[config.mk]
export PLATFORM = sky130hd
export DESIGN_NAME = maggie_ram_sched_flat
export DESIGN_NICKNAME = d
export VERILOG_FILES = /design/src/rtl/maggie_ram_sched_if.sv /design/src/rtl/maggie_ram_sched.sv /design/src/flat_wrapper.sv
export SDC_FILE = /design/constraint.sdc
export NUM_CORES = 1
export LEC_CHECK = 0
export ABC_AREA = 1
export CELL_PAD_IN_SITES_DETAIL_PLACEMENT = 1
export CELL_PAD_IN_SITES_GLOBAL_PLACEMENT = 1
export CORE_UTILIZATION = 26
export CTS_CLUSTER_SIZE = 30
export DETAILED_ROUTE_END_ITERATION = 10
export GPL_TIMING_DRIVEN = 0
export PLACE_DENSITY_LB_ADDON = 0.3
export RECOVER_POWER = 100
export SKIP_LAST_GASP = 1
export SLEW_MARGIN = 20
export SYNTH_ARGS = -nofsm -noshare
export SYNTH_HDL_FRONTEND = slang
export SYNTH_SLANG_ARGS = --single-unit
[constraint.sdc]
create_clock -name clk -period 1.9 [get_ports clk]
set_input_delay 0.38 -clock clk [delete_from_list [all_inputs] [get_ports clk]]
set_output_delay 0.38 -clock clk [all_outputs]
set_load 0.02 [all_outputs]
[src/rtl/maggie_ram_sched_if.sv]
// Bus bundle between the MAGGIE RAM scheduler, the MAGGIE layer requesters,
// the external RAM and the host read port.
// The master modport is the scheduler's view of the bundle. The slave modport
// is the view of the requesters, the RAM and the host.
interface maggie_ram_sched_if #(
  parameter int LAYERS = 4
);
  logic [3:0]           pc_ena_out;
  logic [LAYERS-1:0]    layer_en;
  logic [LAYERS*20-1:0] layer_addr;
  logic [LAYERS*16-1:0] layer_rdata;
  logic [LAYERS-1:0]    layer_rvalid;
  logic [19:0]          ram_addr;
  logic                 ram_rd;
  logic [15:0]          ram_din;
  logic                 host_req;
  logic [19:0]          host_addr;
  logic                 host_ack;
  logic [15:0]          host_rdata;
  logic                 host_rvalid;

  modport master (
    output pc_ena_out,
    input  layer_en,
    input  layer_addr,
    output layer_rdata,
    output layer_rvalid,
    output ram_addr,
    output ram_rd,
    input  ram_din,
    input  host_req,
    input  host_addr,
    output host_ack,
    output host_rdata,
    output host_rvalid
  );

  modport slave (
    input  pc_ena_out,
    output layer_en,
    output layer_addr,
    input  layer_rdata,
    input  layer_rvalid,
    input  ram_addr,
    input  ram_rd,
    output ram_din,
    output host_req,
    output host_addr,
    input  host_ack,
    input  host_rdata,
    input  host_rvalid
  );
endinterface

[src/rtl/maggie_ram_sched.sv]
// MAGGIE RAM scheduler: a free-running 16-slot TDM arbiter over one read port.
// Slots 0..LAYERS-1 belong to the layers. The remaining slots, and the slots
// of disabled layers, are free for the host. Every read carries a
// {valid, source} tag down a RAM_READ_CYCLES-deep pipeline. The tag routes
// the returned ram_din to the destination that requested it.
// Optional feature: define MAGGIE_SCHED_HOST_PORT_EN to build the host read
// port. Without it, the host outputs are tied to 0 and host slots stay idle.
module maggie_ram_sched #(
  parameter int LAYERS          = 4,
  parameter int RAM_READ_CYCLES = 3
) (
  input logic                clk,
  input logic                reset_n,
  maggie_ram_sched_if.master bus
);

  // Source id for host reads. LAYERS <= 15 keeps this id apart from every
  // layer id.
  localparam logic [3:0] HOST_ID = 4'hF;

  logic [3:0]           slot_q, slot_d, nxt_slot;
  logic [19:0]          ram_addr_q, ram_addr_d;
  logic                 ram_rd_q, ram_rd_d;
  logic [3:0]           src_q, src_d;
  logic                 tag_vld_q [RAM_READ_CYCLES];
  logic [3:0]           tag_id_q  [RAM_READ_CYCLES];
  logic                 exit_vld;
  logic [3:0]           exit_id;
  logic [LAYERS*16-1:0] layer_rdata_q, layer_rdata_d;
  logic [LAYERS-1:0]    layer_rvalid_q, layer_rvalid_d;

  logic                 lay_hit, lay_on;
  logic [19:0]          lay_addr;
  logic                 host_issue;
  logic [19:0]          host_iss_addr;

  assign nxt_slot = slot_q + 4'd1;
  assign slot_d   = nxt_slot;
  assign exit_vld = tag_vld_q[RAM_READ_CYCLES-1];
  assign exit_id  = tag_id_q[RAM_READ_CYCLES-1];

  // Decode the owner of the slot that starts at the next edge.
  always_comb begin
    lay_hit  = 1'b0;
    lay_on   = 1'b0;
    lay_addr = '0;
    for (int i = 0; i < LAYERS; i++) begin
      if (nxt_slot == 4'(i)) begin
        lay_hit  = 1'b1;
        lay_on   = bus.layer_en[i];
        lay_addr = bus.layer_addr[20*i +: 20];
      end
    end
  end

`ifdef MAGGIE_SCHED_HOST_PORT_EN
  // A host request passes through IDLE, then PEND, then ACK. The ACK state is
  // the slot in which the read is issued. Captures are blocked in PEND and in
  // ACK, so a new request is taken only from the cycle after the ack.
  typedef enum logic [1:0] {
    H_IDLE = 2'd0,
    H_PEND = 2'd1,
    H_ACK  = 2'd2
  } host_st_e;

  host_st_e    host_q, host_d;
  logic [19:0] haddr_q, haddr_d;
  logic        host_elig;
  logic [15:0] host_rdata_q, host_rdata_d;
  logic        host_rvalid_q, host_rvalid_d;

  assign host_elig     = ~(lay_hit & lay_on);
  assign host_issue    = (host_q == H_PEND) && host_elig;
  assign host_iss_addr = haddr_q;

  // Host request state and the captured address.
  always_ff @(posedge clk) begin
    if (!reset_n) begin
      host_q  <= H_IDLE;
      haddr_q <= '0;
    end else begin
      host_q  <= host_d;
      haddr_q <= haddr_d;
    end
  end

  // Host next state. The request is pending for at least one full cycle, so
  // a captured request is never issued in the slot directly after capture.
  always_comb begin
    host_d  = host_q;
    haddr_d = haddr_q;
    case (host_q)
      H_IDLE: begin
        if (bus.host_req) begin
          host_d  = H_PEND;
          haddr_d = bus.host_addr;
        end
      end
      H_PEND:  if (host_elig) host_d = H_ACK;
      H_ACK:   host_d = H_IDLE;
      default: host_d = H_IDLE;
    endcase
  end

  // Host data return, selected by the exiting tag.
  always_comb begin
    host_rdata_d  = host_rdata_q;
    host_rvalid_d = 1'b0;
    if (exit_vld && (exit_id == HOST_ID)) begin
      host_rdata_d  = bus.ram_din;
      host_rvalid_d = 1'b1;
    end
  end

  // Host return registers.
  always_ff @(posedge clk) begin
    if (!reset_n) begin
      host_rdata_q  <= '0;
      host_rvalid_q <= 1'b0;
    end else begin
      host_rdata_q  <= host_rdata_d;
      host_rvalid_q <= host_rvalid_d;
    end
  end

  assign bus.host_ack    = (host_q == H_ACK);
  assign bus.host_rdata  = host_rdata_q;
  assign bus.host_rvalid = host_rvalid_q;
`else
  logic unused_host;

  assign unused_host     = ^{bus.host_req, bus.host_addr};
  assign host_issue      = 1'b0;
  assign host_iss_addr   = '0;
  assign bus.host_ack    = 1'b0;
  assign bus.host_rdata  = '0;
  assign bus.host_rvalid = 1'b0;
`endif

  // Request mux for the next slot. An enabled layer wins its own slot.
  // Otherwise a pending host read takes the slot. ram_addr holds when idle.
  always_comb begin
    ram_rd_d   = 1'b0;
    ram_addr_d = ram_addr_q;
    src_d      = '0;
    if (lay_hit && lay_on) begin
      ram_rd_d   = 1'b1;
      ram_addr_d = lay_addr;
      src_d      = nxt_slot;
    end else if (host_issue) begin
      ram_rd_d   = 1'b1;
      ram_addr_d = host_iss_addr;
      src_d      = HOST_ID;
    end
  end

  // Slot counter and registered RAM request.
  always_ff @(posedge clk) begin
    if (!reset_n) begin
      slot_q     <= '0;
      ram_addr_q <= '0;
      ram_rd_q   <= 1'b0;
      src_q      <= '0;
    end else begin
      slot_q     <= slot_d;
      ram_addr_q <= ram_addr_d;
      ram_rd_q   <= ram_rd_d;
      src_q      <= src_d;
    end
  end

  // Tag pipeline: one stage per RAM read cycle, fed from the ram_rd cycle.
  always_ff @(posedge clk) begin
    if (!reset_n) begin
      for (int k = 0; k < RAM_READ_CYCLES; k++) begin
        tag_vld_q[k] <= 1'b0;
        tag_id_q[k]  <= '0;
      end
    end else begin
      tag_vld_q[0] <= ram_rd_q;
      tag_id_q[0]  <= src_q;
      for (int k = 1; k < RAM_READ_CYCLES; k++) begin
        tag_vld_q[k] <= tag_vld_q[k-1];
        tag_id_q[k]  <= tag_id_q[k-1];
      end
    end
  end

  // Layer data return: only the tagged layer updates and pulses rvalid.
  always_comb begin
    layer_rdata_d  = layer_rdata_q;
    layer_rvalid_d = '0;
    for (int i = 0; i < LAYERS; i++) begin
      if (exit_vld && (exit_id == 4'(i))) begin
        layer_rdata_d[16*i +: 16] = bus.ram_din;
        layer_rvalid_d[i]         = 1'b1;
      end
    end
  end

  // Layer return registers.
  always_ff @(posedge clk) begin
    if (!reset_n) begin
      layer_rdata_q  <= '0;
      layer_rvalid_q <= '0;
    end else begin
      layer_rdata_q  <= layer_rdata_d;
      layer_rvalid_q <= layer_rvalid_d;
    end
  end

  assign bus.pc_ena_out   = slot_q;
  assign bus.ram_addr     = ram_addr_q;
  assign bus.ram_rd       = ram_rd_q;
  assign bus.layer_rdata  = layer_rdata_q;
  assign bus.layer_rvalid = layer_rvalid_q;

endmodule
[src/flat_wrapper.sv]
// flat-port wrapper written by rule: the top's interface ports become plain ports
module maggie_ram_sched_flat 
#(
  parameter int LAYERS          = 4,
  parameter int RAM_READ_CYCLES = 3
)
  (clk, reset_n, bus_pc_ena_out, bus_layer_en, bus_layer_addr, bus_layer_rdata, bus_layer_rvalid, bus_ram_addr, bus_ram_rd, bus_ram_din, bus_host_req, bus_host_addr, bus_host_ack, bus_host_rdata, bus_host_rvalid);
  maggie_ram_sched_if #(.LAYERS(LAYERS)) bus_i ();
  input logic clk;
  input logic reset_n;
  output wire logic [$bits(bus_i.pc_ena_out)-1:0] bus_pc_ena_out;
  input wire logic [$bits(bus_i.layer_en)-1:0] bus_layer_en;
  input wire logic [$bits(bus_i.layer_addr)-1:0] bus_layer_addr;
  output wire logic [$bits(bus_i.layer_rdata)-1:0] bus_layer_rdata;
  output wire logic [$bits(bus_i.layer_rvalid)-1:0] bus_layer_rvalid;
  output wire logic [$bits(bus_i.ram_addr)-1:0] bus_ram_addr;
  output wire logic [$bits(bus_i.ram_rd)-1:0] bus_ram_rd;
  input wire logic [$bits(bus_i.ram_din)-1:0] bus_ram_din;
  input wire logic [$bits(bus_i.host_req)-1:0] bus_host_req;
  input wire logic [$bits(bus_i.host_addr)-1:0] bus_host_addr;
  output wire logic [$bits(bus_i.host_ack)-1:0] bus_host_ack;
  output wire logic [$bits(bus_i.host_rdata)-1:0] bus_host_rdata;
  output wire logic [$bits(bus_i.host_rvalid)-1:0] bus_host_rvalid;
  assign bus_pc_ena_out = bus_i.pc_ena_out;
  assign bus_i.layer_en = bus_layer_en;
  assign bus_i.layer_addr = bus_layer_addr;
  assign bus_layer_rdata = bus_i.layer_rdata;
  assign bus_layer_rvalid = bus_i.layer_rvalid;
  assign bus_ram_addr = bus_i.ram_addr;
  assign bus_ram_rd = bus_i.ram_rd;
  assign bus_i.ram_din = bus_ram_din;
  assign bus_i.host_req = bus_host_req;
  assign bus_i.host_addr = bus_host_addr;
  assign bus_host_ack = bus_i.host_ack;
  assign bus_host_rdata = bus_i.host_rdata;
  assign bus_host_rvalid = bus_i.host_rvalid;
  maggie_ram_sched #(.LAYERS(LAYERS), .RAM_READ_CYCLES(RAM_READ_CYCLES)) u_core (.clk(clk), .reset_n(reset_n), .bus(bus_i));
endmodule
---- After elaboration in Yosys (flattened, before gate mapping) ----
Memories as Yosys holds them, arrays and structs flattened.
Cells that the tools add are included.
storage, ports and cells
  register bits after elaboration ......... 97
  input bits .............................. 123
  output and inout bits ................... 111
  RAM bits ................................ 15
  word-level logic and storage cells ...... 57
  memories ................................ 2
memories
  memory            depth  bits a word  read ports  clocked after memory_dff  wr ports  RTL line                source
  u_core.tag_id_q   3      4            3           0                         3         maggie_ram_sched.sv:26  logic [3:0] tag_id_q [RAM_READ_CYCLES];
  u_core.tag_vld_q  3      1            3           0                         3         maggie_ram_sched.sv:25  logic tag_vld_q [RAM_READ_CYCLES];
cells by class
  reductions and logical operators ........ 8
  bitwise gates (word level) .............. 6
  equality and inequality tests ........... 6
  add/subtract/negate cells ............... 1
  multiplexer cells ....................... 25
operators with widths
  cell                                                              number
  20-bit 2-to-1 mux                                                 4
  1-bit 2-to-1 mux                                                  18
  4-bit by 2-bit == test with 1-bit output (second input constant)  4
  4-bit 2-to-1 mux                                                  3
  4-bit by 1-bit == test with 1-bit output (second input constant)  2
  4-bit logical NOT                                                 2
  1-bit bitwise OR                                                  6
  1-bit logical AND                                                 5
  4-bit by 1-bit adder with 4-bit output (second input constant)    1
  2-bit AND reduction                                               1

---- Depth between registers and ports, before layout ----
Gate-level depths: netlist (run 1).
  depth in word-level cells ............... 8
  gate-level depth with buffers ........... 13
  gate-level depth less buffers ........... 11

---- Least setup slack after synthesis (run 1) ----
No wires, ideal clock.
  path kind ............................... reg-to-reg
  start ................................... register u_core.slot_q[0], in the netlist u_core.bus.pc_ena_out[0]
  end ..................................... register u_core.ram_addr_q[10], in the netlist u_core.bus.ram_addr[10]
  slack ................................... -0.036 ns
  stages on the path, launching flop included .. 10
  setup time .............................. 0.113 ns
  path buffers ............................ 1
  clock period less this slack ............ 1.936 ns
  arrival time ............................ 1.823 ns
  data required time ...................... 1.787 ns
  cell sequence ........................... dfxtp_1 -> ha_1 -> xnor2_4 -> nand3_4 -> or2_1 -> nand2_4 -> buf_4 -> nand2_1 -> nand2_1 -> nor2_1
on the way
  cells in the longest elaborated chain, start to end .. 7
  elaborated cells between the ends (all ways) .. 18
  those cells by class .................... 1 x add/sub; 3 x eq/ne; 12 x mux; 2 x reduce/logical
ends and longest elaborated chain
  element                                   RTL line                 source
  from (decl)                               maggie_ram_sched.sv:21   logic [3:0] slot_q, slot_d, nxt_slot;
  from (signal assigned)                    maggie_ram_sched.sv:165  slot_q <= slot_d;
  4-bit by 1-bit adder with 4-bit output *  maggie_ram_sched.sv:37   assign nxt_slot = slot_q + 4'd1;
  4-bit logical NOT                         maggie_ram_sched.sv:48   if (nxt_slot == 4'(i)) begin
  1-bit 2-to-1 mux (4 in a row)             maggie_ram_sched.sv:48
  1-bit logical AND                         maggie_ram_sched.sv:146  if (lay_hit && lay_on) begin
  to (signal assigned)                      maggie_ram_sched.sv:166  ram_addr_q <= ram_addr_d;
  to (decl)                                 maggie_ram_sched.sv:22   logic [19:0] ram_addr_q, ram_addr_d;
Mark *: on every way between the ends. The rest lies on a longest branch, timed or not.
A chain may end at the register's enable or synchronous reset.

---- Final worst setup path (run 1) ----
  start ................................... register u_core.slot_q[0], in the netlist u_core.bus.pc_ena_out[0]
  end ..................................... register u_core.ram_addr_q[5], in the netlist u_core.bus.ram_addr[5]
Same word-level chain as after synthesis.

==> results of run 1 <==
[cell families after synthesis]
| kind of cell | Yosys count | synth area share |
|---|---|---|
| AO/OA/AOI/OAI | 128 | 0.124 |
| other | 1 | 0.000726 |
| AND/OR/NAND/NOR | 289 | 0.260 |
| buffers and inverters | 198 | 0.164 |
| flip-flops | 112 | 0.434 |
| XOR/XNOR | 1 | 0.00533 |
| adder cells (fa/ha/maj) | 5 | 0.0121 |
[cell type report]
| cell class | instances | area (sq um) |
|---|---|---|
| Inverter | 130 | 488 |
| Clock buffer | 9 | 225 |
| Multi-Input combinational cell | 443 | 2240 |
| Clock inverter | 7 | 81.3 |
| Timing Repair Buffer | 206 | 2070 |
| Buffer | 67 | 384 |
| Sequential cell | 112 | 2250 |
| Tap cell | 265 | 332 |
| Fill cell | 2424 | 11400 |
[critical path, cell delays in order (launching register included)]
cell and delay, ns:
dfxtp_4 0.38, ha_4 0.18, xnor2_4 0.19, buf_6 0.14, buf_6 0.09, nand4_1 0.09
nand2_1 0.09, nand2_1 0.06, nand2_2 0.12, nand2_8 0.10, buf_6 0.17, nor2_1 0.12
nor2_1 0.05
[synthesized netlist by cell type, drive strengths merged]
cell type	count	share of area
inv	129	0.094
dfxtp	112	0.43
nand2	104	0.078
nor2	72	0.052
a21oi	64	0.062
o21ai	64	0.062
nand3	47	0.049
nand4	44	0.054
clkbuf	36	0.026
buf	32	0.043
or2	21	0.025
ha	5	0.012
clkinv	1	0.00073
conb	1	0.00073
nor3	1	0.00097
xnor2	1	0.0053
[timing repair]
| item | in CTS | in global routing |
|---|---|---|
| cloned | 0 | 2 |
| pin swaps | 1 | 13 |
| resized for setup | 15 | 38 |
| setup buffers | 3 | 8 |
| setup endpoints to repair | 25 | 22 |
[worst paths after layout]
path | from | to | slack (ns) | depth (start not counted)
min reg2reg | u_core.tag_id_q[0][3]$_SDFF_PN0_ | u_core.tag_id_q[0][7]$_SDFF_PN0_ | 0.42 | 2
max reg2reg | u_core.bus.pc_ena_out[0]$_SDFF_PN0_ | u_core.bus.ram_addr[5]$_SDFFE_PN0P_ | 0.003 | 12
max | u_core.bus.pc_ena_out[0]$_SDFF_PN0_ | u_core.bus.ram_addr[5]$_SDFFE_PN0P_ | 0.003 | 12
min | reset_n | u_core.bus.layer_rdata[31]$_SDFFE_PN0P_ | 0.42 | 3
[power by group through the flow]
stage,clock [W],sequential (W),combinational [W]
floorplan,0,0.00269,0.000699
global placement,0,0.00258,0.00144
detailed placement,0,0.00259,0.00145
CTS,0.00200,0.00254,0.00148
global route,0.00210,0.00254,0.00180
finish,0.00194,0.00253,0.00164
[per-layer routing]
| metal | global-route usage | vias to the layer above | share of wire |
|---|---|---|---|
| met1 | 0.209 | 2424 | 0.44 |
| met5 | 0 | - | 0 |
| li1 | - | 2741 | - |
| met2 | 0.289 | 188 | 0.47 |
| met3 | 0.0453 | 22 | 0.076 |
| met4 | 0.0623 | 0 | 0.019 |
[sequential cells by signal (all words and copies together) (netlist names)]
signal and flops:
u_core.bus.ram_rd 1, u_core.src_q 4, u_core.tag_vld_q 3, u_core.bus.layer_rvalid 4
u_core.tag_id_q 12, u_core.bus.layer_rdata 64, u_core.bus.pc_ena_out 4, u_core.bus.ram_addr 20
[layout by cell type (no fill, tap or decap), types with 10 or more instances in the layout]
cell / count
clkdlybuf4s50_1: 192
inv_1: 127
dfxtp_1: 110
nand2_1: 91
nor2_1: 67
o21ai_0: 64
a21oi_1: 64
nand3_1: 45
nand4_1: 43
buf_4: 27
clkbuf_1: 25
or2_0: 20
conb_1: 20
clkbuf_16: 11
clkbuf_2: 10
[through the flow]
step,total power (W),hold WS [ns],utilization
2_1_floorplan,0.00339,0.390,-
3_3_place_gp,0.00402,0.393,0.386
3_5_place_dp,0.00404,0.401,0.386
4_1_cts,0.00601,0.411,0.404
5_1_grt,0.00644,0.433,0.415
6_report,0.00611,0.416,0.415
==> results_dict.tcl, run 1 <==
set metrics [dict create \
    die_w_um 143 \
    fin_crit_sh 0.998 \
    switchingPower_w 0.00193 \
    p_per_area_nw_per_um2 757 \
    netlist_area_sq_um 5170 \
    setup_violations 0 \
    port_buffers 193 \
    vias 5375 \
    worstSetupPathType "reg2reg" \
    clock-sinks 112 \
    slew_headroom 0.590 \
    sequentialPowerShare 0.414 \
    dp_slack_ns -0.368 \
    placed_area_sq_um 7500 \
    hold_path.class "in2reg" \
    antenna_cells 0 \
    numPlacedInstances 1211 \
    syn2layout_area_growth_pct 56.1 \
    hpwl_um 13600 \
    ioPinCount 234 \
    path_max_fanout 10 \
    ys_seq_elements 112 \
    comb_power_share 0.268 \
    ir_drop_v 0.000493 \
    initial_core_util 0.266 \
    fin_ws_ns 0.00337 \
    finalClockSkew_ns 0.0122 \
    required_ns 2.15 \
    viasPerCell 4.34 \
    fin_setup_tns_ns 0 \
    synth_cell_type_count 25 \
    leakage_nw 3.38 \
    grt_pass1_wl_um 26800 \
    worstSkewPairLatency_ns 0.37 \
    ant_nets 0 \
    fp.dieArea_sq_um 20400 \
    cp-start-kind "flop" \
    crit_arrival_ns 2.15 \
    grt-ovfl-total 0 \
    syn_inst 734 \
    grt_max_degree 23 \
    final-instance-count-excl-fill 1239 \
    cts.hold.buffers_added 0 \
    drv_cap 0 \
    grt_usage 0.172 \
    avgSynthCellArea_sq_um 7.04 \
    synth_seq_area_share 0.434 \
    clk_pin_slew_ns 0.09 \
    rsz0062_at_grt "true" \
    tritoncts "done" \
    cp-end-kind "flop" \
    max_freq_mhz 527 \
    p_sw_frac 0.317 \
    final-max-slew-violation-count 0 \
    die_height_um 143 \
    design_area_sq_um 8070 \
    drcViolationCount 0 \
    worstMarginPinSlew_ns 0.615 \
    firstDrtPassIters 4 \
    cts_buffers 9 \
    core_area_sq_um 19500 \
    routabilityCongestion 0.844 \
    post-route-min-period_ns 1.90 \
    htree_levels 3 \
    clock_power_share 0.317 \
    cts_root_buffer "clkbuf_16" \
    antenna_found_initial 0 \
    cts_buffer_depth 2 \
    p_int_w 0.00417 \
    grt_pass1_vias 5225 \
    drtIter0Drc 136 \
    wl_per_cell_um 14.3 \
    drive_gt1_frac 0.101 \
    fp-row-count 51 \
    ys_warn_count 0 \
    drt-total-wl_um 17700 \
    nNetsFinal 1097 \
    hold_viol_final 0 \
    outcome "finished, final reports clean" \
]
Power figures use the tool's default switching activity.
==> run 2: changes to the inputs <==
Settings changed: CORE_MARGIN set to 1, REMOVE_ABC_BUFFERS set to 1.
==> results_dict.tcl, run 2 (synthesized netlist as in run 1, its figures left out) <==
set metrics [dict create \
    core_area_sq_um 19500 \
    setup_violations 20 \
    grt_pass1_wl_um 30100 \
    worstSkewPairLatency_ns 0.35 \
    cp-end-kind "flop" \
    grt-ovfl-total 0 \
    initial_core_util 0.266 \
    layout_commonest_cell "inv_1" \
    critPathSlowestCell "dfxtp_4" \
    max_freq_mhz 505 \
    htree_levels 3 \
    power_w 0.00623 \
    final-max-slew-violation-count 0 \
    placed_area_sq_um 7260 \
    cts_root_buffer "clkbuf_16" \
    path_max_fanout 11 \
    worstSetupPathType "reg2reg" \
    viasPerCell 4.53 \
    hold_path_depth 2 \
    cpMostUsedCell "nand2_8" \
    hpwl_um 11000 \
    routabilityCongestion 0.691 \
    clock-sinks 112 \
    cp-start-kind "flop" \
    design_area_sq_um 8350 \
    min_from "u_core.tag_id_q[0][6]$_SDFF_PN0_" \
    rsz0062_at_grt "true" \
    antenna_cells 0 \
    fin_crit_sh 1.04 \
    cts.hold.buffers_added 0 \
    vias 5486 \
    grt_max_degree 75 \
    nNetsFinal 1069 \
    p_per_area_nw_per_um2 745 \
    largest_reg_flops 64 \
    antenna_found_initial 0 \
    cts_buffers 9 \
    drt-total-wl_um 19900 \
    violations "setup timing" \
    die_height_um 143 \
    hold_path.class "reg2reg" \
    fp-row-count 51 \
    worstMarginPinSlew_ns 0.723 \
    clk_pin_slew_ns 0.08 \
    required_ns 2.15 \
    outcome "finished, violations left" \
    grt_pass1_vias 5481 \
    fp.dieArea_sq_um 20400 \
    crit_arrival_ns 2.23 \
    ir_drop_v 0.000447 \
    firstDrtPassIters 4 \
    drtIter0Drc 169 \
    ant_nets 0 \
    ioPinCount 234 \
    path_cells "clkbuf_1 -> ha_4 -> nand3_4 -> nand2_2 -> nand2_8 -> buf_12 -> nand2_8 -> nand2_4 -> nand2_1 -> nor2_1" \
    hold-path-endpoint "u_core.tag_id_q[0][10]$_SDFF_PN0_" \
    rrSetupSlack_ns -0.08 \
    final_cell_mix "inv_1 (126), dfxtp_1 (109), clkdlybuf4s50_1 (102)" \
    rr_worst_depth 10 \
    r2r_start "u_core.bus.pc_ena_out[0]$_SDFF_PN0_" \
    fillers 2348 \
    hold_viol_final 0 \
    fin_ws_ns -0.0796 \
    port_buffers 194 \
    tritoncts "done" \
    leakage_nw 3.66 \
    wl_per_cell_um 16.5 \
    r2r_end "u_core.bus.ram_addr[13]$_SDFFE_PN0P_" \
    drcViolationCount 0 \
    drive_gt1_frac 0.121 \
    grt_usage 0.197 \
    die_w_um 143 \
    slowest_delay_ns 0.39 \
    slew_headroom 0.518 \
    cts_buffer_depth 2 \
    post-route-min-period_ns 1.98 \
    syn2layout_area_growth_pct 61.6 \
    startpoint "u_core.bus.pc_ena_out[0]$_SDFF_PN0_" \
    finalClockSkew_ns 0.0103 \
    drv_cap 0 \
]
-- run 2: power by group --
| part | leakage [nW] | switching, W | internal, W |
|---|---|---|---|
| logic | 2.62 | 0.00106 | 0.000827 |
| clock network | 0.123 | 0.000919 | 0.000900 |
| registers | 0.911 | 0.0000630 | 0.00246 |
| total | 3.66 | 0.00204 | 0.00419 |
-- run 2: layer usage --
metal	track usage	part of all wire	wire length, um	vias to the layer above
met5	0	0	0	-
met4	0.0917	0.027	533	0
met3	0.0600	0.079	1570	30
met2	0.344	0.49	9830	181
met1	0.217	0.40	7990	2564
li1	-	-	-	2711
-- run 2: timing repair --
item / in CTS / in global routing
gates resized for setup: 41 / 38
buffers inserted: 24 / 9
endpoints found under the setup margin: 52 / 86
pin swaps: 15 / 30
cloned: 15 / 1
-- run 2: layout make-up --
type / count / area [sq um] / area share
clock inverter: 5 / 42.5 / 0.00509
inverter: 130 / 490 / 0.0587
multi-input combinational: 458 / 2640 / 0.316
tap: 265 / 332 / 0.0397
clock buffer: 10 / 229 / 0.0274
timing repair buffer: 230 / 2370 / 0.284
sequential: 112 / 2250 / 0.269
-- run 2: worst max-delay path by stage --
stage / end / slack [ns] / depth (start not counted)
final: u_core.bus.ram_addr[13]$_SDFFE_PN0P_ / -0.08 / 10
after global routing: u_core.bus.layer_rdata[37]$_SDFFE_PN0P_ / -0.29 / 4
after CTS: u_core.bus.layer_rdata[33]$_SDFFE_PN0P_ / -0.05 / 4
after detailed placement: u_core.bus.ram_addr[10]$_SDFFE_PN0P_ / -1.44 / 9
after global placement: u_core.src_q[0]$_SDFF_PN0_ / -3.17 / 3
after floorplan: u_core.bus.ram_addr[0]$_SDFFE_PN0P_ / -0.90 / 9
-- run 2: through the flow --
step           hold WS, ns  setup slack [ns]  utilization  TNS [ns]  cells
2_1_floorplan        0.390            -0.904            -    -20.51    685
3_3_place_gp         0.394             -3.17        0.368   -234.08   1144
3_5_place_dp         0.400             -1.44        0.373    -32.50   1147
4_1_cts              0.410           -0.0515        0.417    -0.616   1200
5_1_grt              0.432            -0.294        0.429    -14.97   1210
6_report             0.408           -0.0796        0.429    -0.932   1210
-- run 2: critical path, delay by kind of cell (launching register included) --
family        cells  cell delay, ns
buf+inv           2            0.41
flops             1            0.39
simple gates      7            0.76
fa+ha+maj         1            0.30
